**config.mk**
```make
export PLATFORM = sky130hd
export DESIGN_NAME = reg_file_sb
export DESIGN_NICKNAME = d
export VERILOG_FILES = /design/src/rtl/reg_file_sb.sv
export SDC_FILE = /design/constraint.sdc
export NUM_CORES = 2
export LEC_CHECK = 0
export CORE_MARGIN = 8
export CORE_UTILIZATION = 55
export CTS_BUF_LIST = sky130_fd_sc_hd__clkbuf_2 sky130_fd_sc_hd__clkbuf_4 sky130_fd_sc_hd__clkbuf_8
export CTS_CLUSTER_SIZE = 8
export DETAILED_ROUTE_END_ITERATION = 10
export PLACE_DENSITY_LB_ADDON = 0.1
export SLEW_MARGIN = 20
export SYNTH_ARGS = -nofsm -noshare
export SYNTH_HDL_FRONTEND = slang
export SYNTH_SLANG_ARGS = --single-unit
```
**constraint.sdc**
```tcl
create_clock -name clk -period 3.1 [get_ports clk]
set_clock_uncertainty 0.1 [all_clocks]
set_input_delay 0.31 -clock clk [delete_from_list [all_inputs] [get_ports clk]]
set_output_delay 0.31 -clock clk [all_outputs]
set_load 0.01 [all_outputs]
```
**src/rtl/reg_file_sb.sv**
```systemverilog
// Integer register file with write-back extension, same-cycle forwarding,
// a per-register pending scoreboard and a sequential clear engine.

module reg_file_sb_cell #(
    parameter int XLEN = 32
) (
    input  logic            clk,
    input  logic            reset,
    input  logic            wr,
    input  logic            clr,
    input  logic            set,
    input  logic [XLEN-1:0] d,
    output logic [XLEN-1:0] q,
    output logic            pend
);
    always_ff @(posedge clk or negedge reset) begin
        if (!reset)   q <= '0;
        else if (clr) q <= '0;
        else if (wr)  q <= d;
    end

    // A new issue outranks the retiring write to the same register.
    always_ff @(posedge clk or negedge reset) begin
        if (!reset)   pend <= 1'b0;
        else if (clr) pend <= 1'b0;
        else if (set) pend <= 1'b1;
        else if (wr)  pend <= 1'b0;
    end
endmodule

module reg_file_sb #(
    parameter int XLEN   = 32,
    parameter int NREGS  = 32,
    parameter int BYPASS = 1,
    localparam int AW    = $clog2(NREGS)
) (
    input  logic            clk,
    input  logic            reset,
    input  logic            clr_req,
    output logic            clr_busy,
    input  logic            we,
    input  logic [1:0]      wsize,
    input  logic            wunsigned,
    input  logic [AW-1:0]   waddr,
    input  logic [XLEN-1:0] wdata,
    input  logic            iss_valid,
    input  logic [AW-1:0]   iss_rd,
    input  logic [AW-1:0]   rs1,
    input  logic [AW-1:0]   rs2,
    output logic [XLEN-1:0] rdata1,
    output logic [XLEN-1:0] rdata2,
    output logic            pend1,
    output logic            pend2
);
    typedef enum logic {IDLE, CLEAR} state_t;

    localparam logic [AW-1:0] LAST = AW'(NREGS - 1);

    state_t                       state, state_nxt;
    logic [AW-1:0]                idx, idx_nxt;
    logic                         idle;
    logic [XLEN-1:0]              ext;
    logic [NREGS-1:1]             wr_hit, set_hit, clr_hit;
    logic [NREGS-1:0][XLEN-1:0]   regs;
    logic [NREGS-1:0]             pend_v;
    logic                         fwd_en, fwd1, fwd2;

    always_ff @(posedge clk or negedge reset) begin
        if (!reset) begin
            state <= IDLE;
            idx   <= '0;
        end else begin
            state <= state_nxt;
            idx   <= idx_nxt;
        end
    end

    always_comb begin
        state_nxt = state;
        idx_nxt   = idx;
        case (state)
            IDLE: begin
                if (clr_req) begin
                    state_nxt = CLEAR;
                    idx_nxt   = '0;
                end
            end
            CLEAR: begin
                if (idx == LAST) begin
                    state_nxt = IDLE;
                    idx_nxt   = '0;
                end else begin
                    idx_nxt = idx + 1'b1;
                end
            end
            default: state_nxt = IDLE;
        endcase
    end

    assign idle     = (state == IDLE);
    assign clr_busy = (state == CLEAR);

    always_comb begin
        case (wsize)
            2'b00:   ext = {{(XLEN-8){~wunsigned & wdata[7]}}, wdata[7:0]};
            2'b01:   ext = {{(XLEN-16){~wunsigned & wdata[15]}}, wdata[15:0]};
            default: ext = wdata;
        endcase
    end

    always_comb begin
        wr_hit  = '0;
        set_hit = '0;
        clr_hit = '0;
        for (int i = 1; i < NREGS; i++) begin
            wr_hit[i]  = idle && we && (waddr == AW'(i));
            set_hit[i] = idle && iss_valid && (iss_rd == AW'(i));
            clr_hit[i] = !idle && (idx == AW'(i));
        end
    end

    // Register 0 is hardwired; only 1..NREGS-1 hold state.
    assign regs[0]   = '0;
    assign pend_v[0] = 1'b0;

    for (genvar i = 1; i < NREGS; i++) begin : g_reg
        reg_file_sb_cell #(.XLEN(XLEN)) u_cell (
            .clk   (clk),
            .reset (reset),
            .wr    (wr_hit[i]),
            .clr   (clr_hit[i]),
            .set   (set_hit[i]),
            .d     (ext),
            .q     (regs[i]),
            .pend  (pend_v[i])
        );
    end

    // Forwarding is also gated by reset so outputs stay zero while it is held.
    assign fwd_en = (BYPASS != 0) && idle && we && reset;
    assign fwd1   = fwd_en && (waddr == rs1) && (rs1 != '0);
    assign fwd2   = fwd_en && (waddr == rs2) && (rs2 != '0);

    assign rdata1 = !reset ? '0 : (fwd1 ? ext : regs[rs1]);
    assign rdata2 = !reset ? '0 : (fwd2 ? ext : regs[rs2]);
    assign pend1  = reset && pend_v[rs1] && !fwd1;
    assign pend2  = reset && pend_v[rs2] && !fwd2;
endmodule

```
==> qor.yml <==
critPathTopFamily: "multiplexers"
finalNetCount: 4538
required_ps: 2690
syn_inst: 4085
drc: 0
layout_common_cells: "a22o_1, dfrtp_1, buf_4"
synth_cell_types: 60
synthToLayoutAreaGrowth_pct: 22.4
numCtsBuffers: 177
ys_async_sr_fraction_pct: 100
setup_ws_ps: -235
portBuffers: 126
synth_mux_area_share_pct: 22.2
startpoint_type: "flip-flop"
setup_viol: 19
p_leak_nw: 29.9
die_x_um: 331
cts_sinks: 1029
fp-row-count: 115
start_util_pct: 55.5
vias_per_cell: 7.63
die_area_um2: 109000
die_h_um: 331
ant_nets: 0
antenna_found_initial: 3
synth_top_family_by_area: "compound AO/OA/AOI/OAI gates"
avgRoutedWirePerCell_um: 36.2
clockBufferDepth: 3
slew_viol_final: 0
layout_commonest_cell: "a22o_1"
hold_class: "in2reg"
slowest_stage: "mux4_2"
post_dp_cell_area_um2: 61200
ctsRootBufferMaster: "clkbuf_8"
synth-main-ff-cell: "dfrtp_1"
via_count: 45000
grt_start_max_net_pins: 187
io_pins: 127
synth-xor-area-share_pct: 0.161
drt-initial-drc-count: 6198
status: "complete, but fails checks"
place.gp.congestion: 0.951
rsz0062_at_grt: "true"
tightest_slew_ps: 1230
drv_cap: 0
violations: "setup timing"
dp_hpwl_mm: 133
htreeDepth: 4
first_global_vias: 45500
cp-end-kind: "primary output"
slowest_delay_ps: 500
syn_nets: 4151
dr.pass1.iters: 5
ys_seq_elements: 1029
totalWireLength_mm: 214
n_fill_cell: 6975
yosys.area_share.simple_pct: 3.28
finalHoldViolations: 0
finalNonFillerCells: 5891
min_period_ps: 3340
period_share_pct: 108
synth.yosys.warnings: 0
netlist_area_um2: 54500
power_density_nw_per_um2: 593
grtUsageTotal_pct: 38.8
synth_seq_area_share_pct: 47.2
cts_tree: "built"
cp_data_arrival_time_ps: 2930
clk_pin_slew_ps: 60
yosys.area_share.adder_pct: 0.138
crit_type: "reg2out"
max_clock_freq_mhz: 300
final_area_um2: 66700
crit_chain: "mux4_2, mux2i_2, buf_4, o211ai_1, o221a_2, buf_6"
grt-ovfl-total: 0
core_region_area_um2: 98300
slew_headroom_pct: 18.1
synth-edff-count: 0
crit_path_max_fanout: 3
post-place-cells: 5509
clk_latency_ps: 880
critical_path_buf_inv_count: 2
grt_pass1_wl_mm: 312
drive_gt1_share_pct: 38.5
synth_area_per_cell_um2: 13.3
ir_drop_v: 0.000339
synth-compound-area-share_pct: 22.5
## report_power, final
group / switching (W) / total, W / internal [W]
Clock: 0.00595 / 0.0131 / 0.00714
Sequential: 0.00148 / 0.0167 / 0.0152
Combinational: 0.00513 / 0.00972 / 0.00460
Total: 0.0126 / 0.0395 / 0.0270
## sequential cells by signal (all words and copies together) (netlist names)
name           count
clr_busy           1
g.u_cell.pend     31
idx                5
g.u_cell.q       992
## worst register-to-register path, cell delays in order, from the launching register on
cell and delay [ps]:
dfrtp_2 440, buf_4 180, buf_4 230, or3b_2 550, or3b_2 610, o31ai_1 720
## worst paths after layout
kind | startpoint | to | slack (ps) | cells past startpoint
min | clr_req | clr_busy | 80 | 3
min in group asynchronous | reset | g_reg[13].u_cell.q[11] | 100 | 3
max | g_reg[31].u_cell.q[15] | rdata1[15] | -240 | 6
max reg2reg | clr_busy | g_reg[1].u_cell.pend | 80 | 5
max in group asynchronous | reset | g_reg[2].u_cell.q[28] | 800 | 5
min reg2reg | g_reg[28].u_cell.q[20] | g_reg[28].u_cell.q[20] | 410 | 1
## synth_stat cells (all sizes together), types with 15 or more instances
library cell | instances | area (um2)
o221ai | 15 | 131
buf | 247 | 1330
nand2 | 52 | 195
nor2 | 91 | 362
mux2 | 74 | 833
a2111oi | 15 | 131
clkbuf | 285 | 1070
dfrtp | 1029 | 25700
nor2b | 50 | 313
o21ai | 53 | 265
o22ai | 31 | 194
o221a | 26 | 293
a221oi | 63 | 552
mux2i | 164 | 1640
nor3 | 36 | 240
nand3 | 20 | 100
a211oi | 33 | 248
mux4 | 425 | 9600
a22oi | 47 | 353
a22o | 1033 | 9050
nand2b | 17 | 106
a21oi | 115 | 576
or3 | 20 | 125
a21o | 16 | 120
## cell type report
type,count,area (um2),area share (%)
antenna,1,2.50,0.00375
multi-input combinational,2513,28200,42.3
inverter,10,38.8,0.0582
clock buffer,283,3510,5.26
clock inverter,27,180,0.270
tap,1287,1610,2.41
timing repair buffer,741,7420,11.1
sequential,1029,25800,38.6
## what timing repair did
item                                    CTS  global route
hold endpoints to repair                385             0
endpoints found under the setup margin   66            58
pin swaps                                78            48
buffers inserted                         68            18
hold buffers                              3             0
gates resized for setup                 477           118
gates cloned                              2             0
## logic make-up (layout without fill, tap and decap cells)
group	Yosys count	count (layout)
flip-flops	1029	1029
AO/OA/AOI/OAI	1496	1496
multiplexers	663	663
AND/OR/NAND/NOR	338	338
buffers and inverters	543	1061
XOR/XNOR	10	10
adder cells (fa/ha/maj)	6	6
other	0	1
## stage by stage
step | setup TNS [ps] | hold WS, ps | utilization, % | setup WS (ps) | total power (W)
after detailed placement | -13090 | 309 | 62.3 | -403 | 0.0258
final | -1690 | 78.7 | 67.9 | -235 | 0.0395
after floorplan | 0 | -85.6 | - | 683 | 0.0217
after global placement | -12570 | 314 | 62.3 | -379 | 0.0256
after global routing | -3330 | 62.6 | 67.9 | -280 | 0.0407
after CTS | -2820 | 11.6 | 67.5 | -279 | 0.0391
## routing by layer
metal | vias to the layer above | track usage (%) | part of all wire [%]
met5 | - | 0 | 0.0061
met4 | 2 | 17.9 | 5.2
met3 | 768 | 16.8 | 16
met2 | 3659 | 53.6 | 42
met1 | 23200 | 52.9 | 37
li1 | 17400 | - | -
Power figures use the tool's default switching activity.
